### src/rtl/id_exe_stage_reg.sv
// ID-to-EXE pipeline register with valid/ready handshake, flush and a saturating stall counter.
// Define ID_EXE_SKID_EN to add a second (skid) entry and a registered in_ready.
module id_exe_stage_reg #(
    parameter int DATA_W = 32,
    parameter int ADDR_W = 5,
    parameter int CNT_W  = 16
) (
    input  logic              clk,
    input  logic              reset,
    input  logic              flush,
    input  logic              in_valid,
    output logic              in_ready,
    input  logic [DATA_W-1:0] in_pc,
    input  logic [31:0]       in_instr,
    input  logic [DATA_W-1:0] in_imm,
    input  logic [DATA_W-1:0] in_rs,
    input  logic [DATA_W-1:0] in_rt,
    input  logic              in_opr1_sel,
    input  logic              in_opr2_sel,
    input  logic [3:0]        in_alu_ctrl,
    input  logic              in_we,
    input  logic [ADDR_W-1:0] in_waddr,
    input  logic [1:0]        in_wsel,
    output logic              out_valid,
    input  logic              out_ready,
    output logic [DATA_W-1:0] out_opr1,
    output logic [DATA_W-1:0] out_opr2,
    output logic [3:0]        out_alu_ctrl,
    output logic              out_we,
    output logic [ADDR_W-1:0] out_waddr,
    output logic [1:0]        out_wsel,
    output logic [DATA_W-1:0] out_rt,
    output logic [DATA_W-1:0] out_pc,
    output logic [31:0]       out_instr,
    output logic [CNT_W-1:0]  stall_cnt
);

    typedef struct packed {
        logic [DATA_W-1:0] opr1;
        logic [DATA_W-1:0] opr2;
        logic [DATA_W-1:0] rt;
        logic [DATA_W-1:0] pc;
        logic [31:0]       instr;
        logic [3:0]        alu_ctrl;
        logic              we;
        logic [ADDR_W-1:0] waddr;
        logic [1:0]        wsel;
    } entry_t;

    entry_t            in_entry;
    entry_t            main_q, main_d;
    logic              main_valid_q, main_valid_d;
    logic [CNT_W-1:0]  stall_q, stall_d;
    logic              accept, transfer;

    // Operand selection happens here so EXE sees ready-to-use operands.
    always_comb begin
        in_entry          = '0;
        in_entry.opr1     = in_opr1_sel ? in_imm : in_rs;
        in_entry.opr2     = in_opr2_sel ? in_imm : in_rt;
        in_entry.rt       = in_rt;
        in_entry.pc       = in_pc;
        in_entry.instr    = in_instr;
        in_entry.alu_ctrl = in_alu_ctrl;
        in_entry.we       = in_we;
        in_entry.waddr    = in_waddr;
        in_entry.wsel     = in_wsel;
    end

    assign accept   = in_valid & in_ready;
    assign transfer = main_valid_q & out_ready;

`ifdef ID_EXE_SKID_EN
    entry_t skid_q, skid_d;
    logic   skid_valid_q, skid_valid_d;

    // in_ready comes straight from a flop, so out_ready never reaches ID combinationally.
    assign in_ready = !skid_valid_q;

    always_comb begin
        main_d       = main_q;
        main_valid_d = main_valid_q;
        skid_d       = skid_q;
        skid_valid_d = skid_valid_q;
        if (flush) begin
            main_valid_d = 1'b0;
            skid_valid_d = 1'b0;
        end else if (!main_valid_q) begin
            if (accept) begin
                main_d       = in_entry;
                main_valid_d = 1'b1;
            end
        end else if (transfer) begin
            if (skid_valid_q) begin
                main_d       = skid_q;
                skid_valid_d = 1'b0;
            end else if (accept) begin
                main_d = in_entry;
            end else begin
                main_valid_d = 1'b0;
            end
        end else if (!skid_valid_q && accept) begin
            skid_d       = in_entry;
            skid_valid_d = 1'b1;
        end
    end

    always_ff @(posedge clk) begin
        if (reset) begin
            skid_q       <= '0;
            skid_valid_q <= 1'b0;
        end else begin
            skid_q       <= skid_d;
            skid_valid_q <= skid_valid_d;
        end
    end
`else
    assign in_ready = !main_valid_q | out_ready;

    always_comb begin
        main_d       = main_q;
        main_valid_d = main_valid_q;
        if (flush) begin
            main_valid_d = 1'b0;
        end else if (accept) begin
            main_d       = in_entry;
            main_valid_d = 1'b1;
        end else if (transfer) begin
            main_valid_d = 1'b0;
        end
    end
`endif

    always_comb begin
        stall_d = stall_q;
        if (main_valid_q && !out_ready && (stall_q != {CNT_W{1'b1}})) begin
            stall_d = stall_q + CNT_W'(1);
        end
    end

    always_ff @(posedge clk) begin
        if (reset) begin
            main_q       <= '0;
            main_valid_q <= 1'b0;
            stall_q      <= '0;
        end else begin
            main_q       <= main_d;
            main_valid_q <= main_valid_d;
            stall_q      <= stall_d;
        end
    end

    assign out_valid    = main_valid_q;
    assign out_opr1     = main_q.opr1;
    assign out_opr2     = main_q.opr2;
    assign out_alu_ctrl = main_q.alu_ctrl;
    assign out_we       = main_q.we & main_valid_q;
    assign out_waddr    = main_q.waddr;
    assign out_wsel     = main_q.wsel;
    assign out_rt       = main_q.rt;
    assign out_pc       = main_q.pc;
    assign out_instr    = main_q.instr;
    assign stall_cnt    = stall_q;

endmodule

### config.mk
export PLATFORM = sky130hd
export DESIGN_NAME = id_exe_stage_reg
export DESIGN_NICKNAME = d
export VERILOG_FILES = /design/src/rtl/id_exe_stage_reg.sv
export SDC_FILE = /design/constraint.sdc
export NUM_CORES = 1
export LEC_CHECK = 0
export ABC_CLOCK_PERIOD_IN_PS = 2200
export CORE_MARGIN = 2
export CORE_UTILIZATION = 45
export CTS_CLUSTER_DIAMETER = 60
export CTS_CLUSTER_SIZE = 25
export DETAILED_ROUTE_END_ITERATION = 16
export DONT_BUFFER_PORTS = 1
export PLACE_DENSITY = 0.62
export SETUP_SLACK_MARGIN = 0.3
export SYNTH_ARGS = -nofsm -noshare
export SYNTH_HDL_FRONTEND = slang
export SYNTH_SLANG_ARGS = --single-unit
### constraint.sdc
create_clock -name clk -period 2.2 [get_ports clk]
set_input_delay 0.11 -clock clk [delete_from_list [all_inputs] [get_ports clk]]
set_output_delay 0.11 -clock clk [all_outputs]
set_load 0.1 [all_outputs]
# Word-level counts from Yosys, hierarchy flattened
# Index checks and enable logic that the tools add are counted.
# word_totals
wordCells,29
output_inout_bits,190
ff_bits,189
inputBits,179
# classes
n_addsub,1
n_mux,4
n_bitwise,5
reduce_logical,7
eq_ne,1
# op_table
op,n
32-bit 2-to-1 mux,2
16-bit by 1-bit adder with 16-bit output (second input constant),1
16-bit inequality test (second input constant),1
1-bit AND,3
1-bit logical AND,2
1-bit zero test,2
1-bit 2-to-1 mux,2
2-bit AND reduction,1
2-bit nonzero test,1
2-bit OR reduction,1
1-bit inverter,1
1-bit OR,1

# Depth between registers and ports, before layout
# Gate-level depths: netlist of the first run.
# depth
depth_word,4
ltp_mapped,9
depth_no_buf,5

# Worst setup path before layout of the first run
# Ideal clock, no wire load.
# synth_timing
path_type,reg2reg
startpoint,"register stall_q[1], in the netlist stall_cnt[1]"
endpoint,"register stall_q[10], in the netlist stall_cnt[10]"
path_stages_with_launch,6
required_time_ns,2.130
path_buffers,0
period_less_slack_ns,2.624
t_arrival_ns,2.554
setup_time_ns,0.070
path_slack_ns,-0.424
path_cell_list,dfxtp_1 ha_1 nand3_1 or3_4 or4_1 a21oi_1
# synth_between
elab_chain_len,2
elab_cells_between_ends,3
classes_between,add/sub: 1; eq/ne: 1; reduce/logical: 1
# synth_rtl
element,line_no,text
"start, declared",53,"logic [CNT_W-1:0] stall_q, stall_d;"
"start signal, assigned",149,stall_q <= stall_d;
"parallel branches: the longest is 2 deep, another holds 16-bit by 1-bit adder with 16-bit output",-,
# Several ways; the timed one is not identified.
# A chain may end at the register's enable or synchronous reset.

# Worst setup path in the final report of the first run
# layout_timing
startpoint,"register stall_q[0], in the netlist stall_cnt[0]"
endpoint,"register stall_q[10], in the netlist stall_cnt[10]"
# Same word-level chain as after synthesis.

==> results of run 1 <==
logic make-up after synthesis:
logic type | share of synthesized area (%)
fa+ha+maj | 0.145
mux | 7.69
simple gates | 15.8
flops | 44.0
compound gates | 13.8
buf+inv | 18.6
worst max-delay path: stages (launching register included):
cell                      delay, ps
sky130_fd_sc_hd__dfxtp_4        390
sky130_fd_sc_hd__ha_4           150
sky130_fd_sc_hd__nand3_1        150
sky130_fd_sc_hd__or3_4          430
sky130_fd_sc_hd__or4_1          480
sky130_fd_sc_hd__a21oi_1        130
cells in the mapped netlist (5+ instances only):
cell,n
sky130_fd_sc_hd__nand3_1,5
sky130_fd_sc_hd__or4_1,6
sky130_fd_sc_hd__clkbuf_1,53
sky130_fd_sc_hd__nor2_1,67
sky130_fd_sc_hd__o31ai_1,7
sky130_fd_sc_hd__mux2i_1,65
sky130_fd_sc_hd__a211oi_1,64
sky130_fd_sc_hd__dfxtp_1,189
sky130_fd_sc_hd__buf_4,172
sky130_fd_sc_hd__nand2_1,220
sky130_fd_sc_hd__nor3_1,5
sky130_fd_sc_hd__a21oi_1,122
sky130_fd_sc_hd__buf_2,12
where the power goes:
part,switching [mW],internal (mW),leakage (nW)
logic,1.63,0.446,2.19
registers,0.0535,3.57,1.56
clock network,1.42,1.67,0.293
total,3.10,5.69,4.04
layer usage:
layer / part of all wire, % / up-vias
li1: - / 3307
met1: 40 / 2925
met2: 50 / 219
met3: 8.5 / 19
met4: 1.6 / 0
met5: 0 / -
cells in the final DEF, fill, tap and decap left out, types with 5 or more instances in the layout:
cell type / count
sky130_fd_sc_hd__or4_1: 6
sky130_fd_sc_hd__nand2_1: 220
sky130_fd_sc_hd__nor3_1: 5
sky130_fd_sc_hd__o31ai_1: 7
sky130_fd_sc_hd__clkbuf_16: 17
sky130_fd_sc_hd__nor2_1: 67
sky130_fd_sc_hd__dlygate4sd3_1: 33
sky130_fd_sc_hd__a21oi_1: 122
sky130_fd_sc_hd__buf_4: 191
sky130_fd_sc_hd__a211oi_1: 64
sky130_fd_sc_hd__dfxtp_4: 16
sky130_fd_sc_hd__mux2i_1: 65
sky130_fd_sc_hd__dfxtp_1: 172
sky130_fd_sc_hd__buf_12: 5
sky130_fd_sc_hd__clkinv_4: 5
what timing repair did:
item,4_1_cts,5_1_grt
setup endpoints to repair,0,2
hold buffers,6,27
resized for setup,0,2
hold endpoints to repair,189,186
sequential cells by signal, indices dropped and copies added (netlist names):
register / count
out_valid: 1
out_waddr: 5
out_pc: 32
main_q: 1
out_alu_ctrl: 4
stall_cnt: 16
out_rt: 32
out_opr2: 32
out_instr: 32
out_opr1: 32
out_wsel: 2
path summary, 6_finish.rpt:
check | endpoint | cells after the start | start | slack [ps]
min reg2reg | out_wsel[0] | 2 | out_wsel[0] | 450
max | stall_cnt[10] | 5 | stall_cnt[0] | 410
max reg2reg | stall_cnt[10] | 5 | stall_cnt[0] | 410
min | out_instr[31] | 1 | reset | -240
through the flow:
| step | instance area [um^2] | power (mW) | utilization, % | hold slack [ps] |
|---|---|---|---|---|
| 2_1_floorplan | 8690 | 5.67 | - | 179 |
| 3_3_place_gp | 8930 | 5.72 | 47.7 | 179 |
| 3_5_place_dp | 8930 | 5.74 | 47.7 | 185 |
| 4_1_cts | 9590 | 8.87 | 51.3 | -259 |
| 5_1_grt | 9870 | 9.15 | 52.8 | -265 |
| 6_report | 9870 | 8.80 | 52.8 | -237 |
area by class of cell:
type                    count  share of cell area (%)
clock buffers              19                    4.59
clock inverters            13                    1.51
inverters                   4                   0.152
multi-input cells         596                    33.0
flip-flops and latches    189                    38.9
well taps                 234                    2.97
repair buffers            229                    18.9
==> summary.txt, run 1 <==
Synth
  – Net count after synthesis: 1210
  – Share of synthesized area occupied by flip-flops and latches: 44.0%
  – Ys async rst share: 0%
  – Cell taking the most area after synthesis: sky130_fd_sc_hd__dfxtp_1
  – Dominant synthesized flop cell: sky130_fd_sc_hd__dfxtp_1
  – Instance count of the mapped netlist: 1030
  – Register bit count reported by yosys: 189
  – Main area contributors after synthesis: sky130_fd_sc_hd__dfxtp_1 (44%), sky130_fd_sc_hd__buf_4 (15%), sky130_fd_sc_hd__nand2_1 (9.6%)
  – Cell area after technology mapping: 8600 um^2
  – Synthesized area per cell: 8.35 um^2
  – Count of cell types in the netlist: 38
  – Number of flops mapped to enable cells by yosys: 0
  – Yosys warns: 0
  – Area share of the largest cell type after synthesis: 44.0%

Timing
  – Slew Limit Headroom: 68.4%
  – Min setup slack post-route: 408 ps
  – Part of the cycle the worst path needs: 81.4%
  – Final critical-path required period: 1790 ps
  – Final Hold Slack: -237 ps
  – Accumulated negative setup slack: 0 ps
  – Final hold violations: 186
  – Slew at the pin closest to its max-slew limit: 470 ps
  – Endpoints failing setup: 0
  – Final clock skew: 7.97 ps
  – Count of final max-slew check failures: 0
  – Fmax: 0.558 GHz
  – Setup repair after global routing missed its margin: no

Detailed routing
  – Total via count after detailed routing: 6470
  – Post-route antenna net violation count: 0
  – Per-cell routed wire length: 16.5 um
  – TritonRoute pass-1 iters: 4
  – DRC violation count after routing: 0
  – Routed vias/inst: 5.04
  – Number of violations reported at the end of detailed-routing iteration 0: 301
  – Total Wirelength: 21200 um

Critical path
  – Worst endpoint required time: 2540 ps
  – Crit Path Max Fanout: 6
  – Crit path arrival time: 2130 ps
  – Category of the worst setup path launch point: flip-flop
  – Setup crit end kind: flip-flop
  – Type of the worst setup path: flip-flop to flip-flop

Final layout
  – Number of antenna cells inserted: 0
  – Post-route insts no fill: 1284
  – Area of combinational cells with multiple inputs: 3260 um^2
  – Layout cell share with drive strength beyond 1: 24.5%
  – Footprint of the flip-flops and latches: 3840 um^2
  – Number of fill cells: 1755
  – Net count of the finished layout: 1217
  – Synthesis-to-finish area growth: 14.8%

Clocking
  – Number of H-tree levels: 4
  – Root Driver: sky130_fd_sc_hd__clkbuf_16
  – CTS max path bufs: 2
  – Post CTS Setup Buffer Count: 0
  – Num CTS Buffers: 17
  – Clock-pin slew of the registers on the worst-case setup and hold paths: 70 ps
  – Worst skew pair latency: 420 ps
  – Clock tree from TritonCTS: yes
  – Clk sinks: 189

Floorplanning
  – Core outline area: 18700 um^2
  – Total die area: 20200 um^2
  – I/O pin total: 369
  – Starting density of the core: 46.0%
  – Die width: 142 um
  – Die outline height: 142 um
  – Site row count: 50

Flow run
  – Max cap viols: 0

Power
  – Areal power density over the cells: 891 nW/um^2
  – Leakage power figure: 4.04 nW
  – Worst IR drop on VDD: 500 uV

Global routing
  – Global-route layer with the greatest usage: met2
  – Largest net degree at the start of global routing: 192
  – Met2 Track Usage GR: 32.0%
  – Total grt overflow: 0
  – Wire length of the first global-routing pass: 31300 um
  – Met3 layer usage reported by global route: 7.30%
  – Global Route met1 Usage: 23.9%
  – Via count of the first global-routing pass: 5765
  – Number of antenna violations at the first check in global routing: 0
  – Global routing usage summed across all routing layers: 19.6%

Hold path
  – Kind of path behind the tightest hold check: input pin to flip-flop

Status
  – Violations in the final reports: negative hold slack
  – Run status: complete, but fails checks

Placed design
  – Hpwl dp: 14700 um
  – Routability Congestion: 0.813
  – Placed Instances: 1219
  – Buffers on Ports: 0
  – Worst slack after detailed placement: 439 ps
Power figures use the tool's default switching activity.
==> inputs of run 2 (changes only) <==
ABC_CLOCK_PERIOD_IN_PS = 1850   (was 2200)
clock period = 1.85 ns   (was 2.2 ns; I/O delays follow)
==> summary.txt, run 2 (synthesis gave the netlist of run 1 again) <==
Timing
  – Final critical-path required period: 1740 ps (-50.3 ps)
  – Fmax: 0.574 GHz (+2.9%)
  – Endpoints failing setup: 0 (unchanged)
  – Part of the cycle the worst path needs: 94.1% (+13 points)
  – Setup repair after global routing missed its margin: yes
  – Final clock skew: 7.46 ps (-0.501 ps)
  – Final Hold Slack: -268 ps (-30.7 ps)
  – Final hold violations: 179 (-3.8%)
  – Slew Limit Headroom: 58.5% (-9.9 points)
  – Min setup slack post-route: 109 ps (-300 ps)
  – Slew at the pin closest to its max-slew limit: 622 ps (+153 ps)
  – Count of final max-slew check failures: 0 (unchanged)

Placed design
  – Hpwl dp: 14600 um (-0.19%)
  – Placed Instances: 1228 (+0.74%)
  – Worst slack after detailed placement: 119 ps (-321 ps)
  – Routability Congestion: 0.759 (-6.6%)
  – Buffers on Ports: 0 (unchanged)

Critical path
  – Type of the worst setup path: flip-flop to flip-flop
  – Crit path arrival time: 2040 ps (-90 ps)
  – R2r startpoint: out_valid
  – Crit Path Max Fanout: 5 (-1)
  – FF-to-FF path depth: 9 (+4)
  – Worst endpoint required time: 2150 ps (-390 ps)
  – Endpoint of the lowest-slack register-to-register path: out_opr2[19]
  – Worst R2R Setup Slack: 110 ps (-300 ps)
  – Setup crit end kind: flip-flop
  – Category of the worst setup path launch point: flip-flop

Hold path
  – Cell depth of the worst min-delay path: 1 (unchanged)
  – Worst hold path startpoint: reset
  – Hold endpoint: out_pc[9]
  – Kind of path behind the tightest hold check: input pin to flip-flop

Final layout
  – Number of antenna cells inserted: 0 (unchanged)
  – Most common cell after layout, fill and taps aside: sky130_fd_sc_hd__buf_4
  – Post-route insts no fill: 1330 (+3.6%)
  – Number of fill cells: 1454 (-17%)
  – Layout cell share with drive strength beyond 1: 47.6% (+23 points)
  – Synthesis-to-finish area growth: 40.1%
  – Post-Route Utilization: 64.5% (+12 points)
  – Net count of the finished layout: 1263 (+3.8%)
  – Most frequent cells in the layout: sky130_fd_sc_hd__buf_4 (199), sky130_fd_sc_hd__nand2_1 (179), sky130_fd_sc_hd__dfxtp_1 (172), sky130_fd_sc_hd__a21oi_1 (68), sky130_fd_sc_hd__mux2i_1 (65)

Power
  – Areal power density over the cells: 930 nW/um^2 (+4.4%)
  – Relative contribution of the clock network to total power: 34.1% (-1.1 points)
  – Worst IR drop on VDD: 626 uV (+25%)
  – Internal Dissipation: 7.17 mW (+26%)
  – Switching power as a share of total power: 36.0% (+0.75 points)
  – Leakage power figure: 5.01 nW (+24%)
  – Sequential power share: 39.0% (-2.2 points)
  – Power after layout: 11.2 mW (+27%)
  – Switching power total: 4.04 mW (+30%)
  – Combinational fraction of design power: 27.0% (+3.4 points)

Global routing
  – Via count of the first global-routing pass: 6514 (+13%)
  – Total grt overflow: 0 (unchanged)
  – Global routing usage summed across all routing layers: 22.8% (+3.2 points)
  – Number of antenna violations at the first check in global routing: 0 (unchanged)
  – Largest net degree at the start of global routing: 192 (unchanged)
  – Wire length of the first global-routing pass: 35600 um (+14%)

Detailed routing
  – Total via count after detailed routing: 7197 (+11%)
  – DRC violation count after routing: 0 (unchanged)
  – Per-cell routed wire length: 21.3 um (+29%)
  – TritonRoute pass-1 iters: 4 (unchanged)
  – Number of violations reported at the end of detailed-routing iteration 0: 354 (+18%)
  – Routed vias/inst: 5.41 (+7.4%)
  – Total Wirelength: 28300 um (+34%)
  – Post-route antenna net violation count: 0 (unchanged)

Clocking
  – Clock tree from TritonCTS: yes
  – Root Driver: sky130_fd_sc_hd__clkbuf_16
  – Num CTS Buffers: 17 (unchanged)
  – Worst skew pair latency: 430 ps (about the same)
  – Clk sinks: 189 (unchanged)
  – Clock-pin slew of the registers on the worst-case setup and hold paths: 70 ps (about the same)
  – CTS max path bufs: 2 (unchanged)
  – Number of H-tree levels: 4 (unchanged)

Status
  – Run status: complete, but fails checks
  – Violations in the final reports: negative hold slack

Floorplanning
  – Starting density of the core: 46.0% (unchanged)
  – Site row count: 50 (unchanged)
  – Core outline area: 18700 um^2 (unchanged)
  – I/O pin total: 369 (unchanged)
  – Total die area: 20200 um^2 (unchanged)
  – Die width: 142 um (unchanged)
  – Die outline height: 142 um (unchanged)

Flow run
  – Max cap viols: 0 (unchanged)
==> run 2: cell types whose count changed in the layout (fill, tap and decap cells not counted), sizes merged <==
| cell | previous run | this run |
|---|---|---|
| buf | 196 | 253 |
| bufbuf | 0 | 1 |
| bufinv | 1 | 2 |
| clkbuf | 19 | 35 |
| dlygate4sd3 | 33 | 3 |
| inv | 9 | 10 |
==> run 2: power groups by stage <==
stage | logic (mW) | registers [mW] | clock network (mW)
after floorplan | 2.35 | 4.44 | 0
after global placement | 2.40 | 4.43 | 0
after detailed placement | 2.41 | 4.43 | 0
after CTS | 2.66 | 4.34 | 3.91
after global routing | 3.11 | 4.39 | 4.06
final | 3.02 | 4.37 | 3.82
==> run 2: cell type report <==
type / instances / area (um^2) / share of cell area [%]
multi-input cells: 596 / 4250 / 35.2
flip-flops and latches: 189 / 3840 / 31.9
repair buffers: 275 / 3050 / 25.3
clock buffers: 17 / 425 / 3.53
well taps: 234 / 293 / 2.43
clock inverters: 15 / 180 / 1.49
inverters: 4 / 15.0 / 0.125
==> run 2: stage by stage <==
stage	hold slack (ps)	area, um^2	setup TNS [ps]
2_1_floorplan	162	8880	-409
3_3_place_gp	165	9050	0
3_5_place_dp	170	9050	0
4_1_cts	-297	10500	0
5_1_grt	-288	12100	0
6_report	-268	12100	0
==> run 2: repair_timing <==
| action | CTS | global route |
|---|---|---|
| pin swaps | 25 | 111 |
| gates cloned | 16 | 24 |
| resized for setup | 70 | 236 |
| hold buffers | 2 | 1 |
| endpoints found under the hold margin | 189 | 188 |
| endpoints found under the setup margin | 142 | 188 |
| setup buffers | 15 | 12 |
==> run 2: how the worst max path moves through the flow <==
stage	from	end	cells after the start
floorplan	out_valid	stall_cnt[10]	6
CTS	out_valid	stall_cnt[10]	5
global route	out_valid	out_opr2[19]	9
global placement	out_valid	stall_cnt[15]	5
detailed placement	out_valid	stall_cnt[15]	5
finish	out_valid	out_opr2[19]	9
==> run 2: worst max-delay path, stage by stage (launching register included) <==
cell	delay [ps]
sky130_fd_sc_hd__dfxtp_4	340
sky130_fd_sc_hd__nor2b_4	140
sky130_fd_sc_hd__buf_12	120
sky130_fd_sc_hd__nor3b_4	250
sky130_fd_sc_hd__buf_6	170
sky130_fd_sc_hd__buf_12	130
sky130_fd_sc_hd__buf_12	140
sky130_fd_sc_hd__buf_12	120
sky130_fd_sc_hd__clkbuf_16	140
sky130_fd_sc_hd__a211oi_2	60
==> run 2: per-layer routing <==
metal | routed length, um | vias up | part of all wire, % | global-route usage, %
met3 | 2190 | 57 | 7.7 | 7.30
met2 | 14600 | 316 | 51 | 39.4
li1 | - | 3402 | - | -
met1 | 10700 | 3422 | 38 | 26.2
met4 | 829 | 0 | 2.9 | 9.05
met5 | 0 | - | 0 | 0
==> inputs of run 3 (changes only) <==
CORE_ASPECT_RATIO = 0.75   (was default)
GPL_TIMING_DRIVEN = 0   (was default)
==> summary.txt, run 3 (synthesis gave the netlist of run 1 again) <==
Status
  – Run status: complete, but fails checks
  – Violations in the final reports: negative setup slack

Global routing
  – Wire length of the first global-routing pass: 47500 um (+34%)
  – Via count of the first global-routing pass: 8445 (+30%)
  – Largest net degree at the start of global routing: 19 (-90%)
  – Met3 layer usage reported by global route: 7.56% (+0.26 points)
  – Global-route layer with the greatest usage: met2
  – Global Route met1 Usage: 38.4% (+12 points)
  – Total grt overflow: 0 (unchanged)
  – Number of antenna violations at the first check in global routing: 1 (+1)
  – Met2 Track Usage GR: 51.6% (+12 points)
  – Global routing usage summed across all routing layers: 30.8% (+8.0 points)

Clocking
  – Root Driver: sky130_fd_sc_hd__clkbuf_16
  – Clock-pin slew of the registers on the worst-case setup and hold paths: 80 ps (about the same)
  – Num CTS Buffers: 17 (unchanged)
  – Clock tree from TritonCTS: yes
  – Worst skew pair latency: 430 ps (about the same)
  – Number of H-tree levels: 4 (unchanged)
  – Clk sinks: 189 (unchanged)
  – CTS max path bufs: 2 (unchanged)

Power
  – Sequential power share: 37.5% (-1.5 points)
  – Relative contribution of the clock network to total power: 29.9% (-4.2 points)
  – Switching power as a share of total power: 38.4% (+2.4 points)
  – Worst IR drop on VDD: 502 uV (-20%)
  – Leakage power figure: 6.30 nW (+26%)
  – Switching power total: 4.56 mW (+13%)
  – Combinational fraction of design power: 32.6% (+5.6 points)
  – Areal power density over the cells: 784 nW/um^2 (-16%)
  – Internal Dissipation: 7.33 mW (+2.1%)

Placed design
  – Buffers on Ports: 0 (unchanged)
  – Hpwl dp: 19000 um (+30%)
  – Routability Congestion: 0.820 (+8.1%)

Critical path
  – Category of the worst setup path launch point: flip-flop
  – Worst endpoint required time: 2200 ps (+50 ps)
  – Crit Path Max Fanout: 6 (+1)
  – Crit path arrival time: 2440 ps (+400 ps)
  – Type of the worst setup path: flip-flop to flip-flop
  – Setup crit end kind: flip-flop

Timing
  – Final hold violations: 0 (-100%)
  – Final Hold Slack: 35.4 ps (+303 ps)
  – Endpoints failing setup: 164 (+164)
  – Count of final max-slew check failures: 0 (unchanged)
  – Part of the cycle the worst path needs: 113% (+19 points)
  – Accumulated negative setup slack: -11780 ps (-11780 ps)
  – Min setup slack post-route: -240 ps (-348 ps)
  – Setup repair after global routing missed its margin: yes
  – Slew Limit Headroom: 35.9% (-23 points)
  – Slew at the pin closest to its max-slew limit: 962 ps (+339 ps)
  – Final critical-path required period: 2090 ps (+348 ps)
  – Final clock skew: 16.3 ps (+8.87 ps)
  – Fmax: 0.479 GHz (-17%)

Final layout
  – Most common cell after layout, fill and taps aside: sky130_fd_sc_hd__buf_4
  – Synthesis-to-finish area growth: 76.3%
  – Net count of the finished layout: 1477 (+17%)
  – Layout cell share with drive strength beyond 1: 55.7% (+8.1 points)
  – Most frequent cells in the layout: sky130_fd_sc_hd__buf_4 (185), sky130_fd_sc_hd__dlygate4sd3_1 (173), sky130_fd_sc_hd__dfxtp_1 (172), sky130_fd_sc_hd__a21oi_2 (105), sky130_fd_sc_hd__nand2_4 (95)
  – Footprint of the flip-flops and latches: 3850 um^2 (about the same)
  – Number of fill cells: 989 (-32%)
  – Area of combinational cells with multiple inputs: 5230 um^2 (+23%)

Detailed routing
  – Total via count after detailed routing: 8639 (+20%)
  – Total Wirelength: 36200 um (+28%)
  – Per-cell routed wire length: 23.3 um (+9.3%)
  – Routed vias/inst: 5.54 (+2.5%)
  – Number of violations reported at the end of detailed-routing iteration 0: 622 (+76%)
  – DRC violation count after routing: 0 (unchanged)
  – Post-route antenna net violation count: 0 (unchanged)
  – TritonRoute pass-1 iters: 5 (+1)

Floorplanning
  – Core outline area: 18600 um^2 (-0.48%)
  – Die width: 164 um (+15%)
  – Starting density of the core: 46.2% (+0.22 points)
  – Total die area: 20300 um^2 (about the same)
  – Die outline height: 124 um (-13%)
  – I/O pin total: 369 (unchanged)
  – Site row count: 43 (-14%)

Flow run
  – Max cap viols: 0 (unchanged)

Hold path
  – Kind of path behind the tightest hold check: input pin to flip-flop
## run 3: final cells by class
type	instances	area share, %
diodes	1	0.0165
repair buffers	248	19.8
inverters	4	0.0990
flip-flops and latches	189	25.4
well taps	247	2.04
multi-input cells	596	34.5
clock inverters	14	0.800
plain buffers	241	14.5
clock buffers	18	2.83
## run 3: timing repair
item,4_1_cts,5_1_grt
pin swaps,155,111
endpoints found under the setup margin,190,190
hold buffers,172,1
resized for setup,365,307
gates cloned,30,1
setup buffers,33,11
hold endpoints to repair,170,1
## run 3: per-layer routing
metal,wire [um],up-vias
met5,0,-
met2,17600,485
li1,-,3843
met1,14300,4198
met4,1460,0
met3,2880,113
## run 3: per-stage QoR
stage	worst slack [ps]	total power [mW]	area (um^2)	std cells	util [%]
after floorplan	-116	6.79	8880	1030	-
after global placement	-336	7.02	9190	1277	49.4
after detailed placement	-373	7.04	9190	1277	49.4
after CTS	-206	11.5	14000	1544	75.0
after global routing	-275	12.2	15200	1558	81.5
final	-240	11.9	15200	1558	81.5
## run 3: power groups by stage
stage	clock network [mW]	registers [mW]	logic [mW]
after floorplan	0	4.44	2.35
after global placement	0	4.46	2.56
after detailed placement	0	4.47	2.57
after CTS	3.60	4.40	3.52
after global routing	3.75	4.48	3.98
final	3.56	4.46	3.87
## run 3: final timing paths
path	start	slack (ps)	depth (start not counted)	to
max	out_valid	-240	6	stall_cnt[10]
min	in_rs[4]	40	2	out_opr1[4]
max reg2reg	out_valid	-240	6	stall_cnt[10]
min reg2reg	out_waddr[4]	470	2	out_waddr[4]
## run 3: worst max-delay path: stages, from the launching register on
cell                      delay [ps]
sky130_fd_sc_hd__dfxtp_4         540
sky130_fd_sc_hd__nor2b_4         270
sky130_fd_sc_hd__inv_2            80
sky130_fd_sc_hd__buf_12          170
sky130_fd_sc_hd__or3_4           350
sky130_fd_sc_hd__or4_1           470
sky130_fd_sc_hd__a21oi_1         130
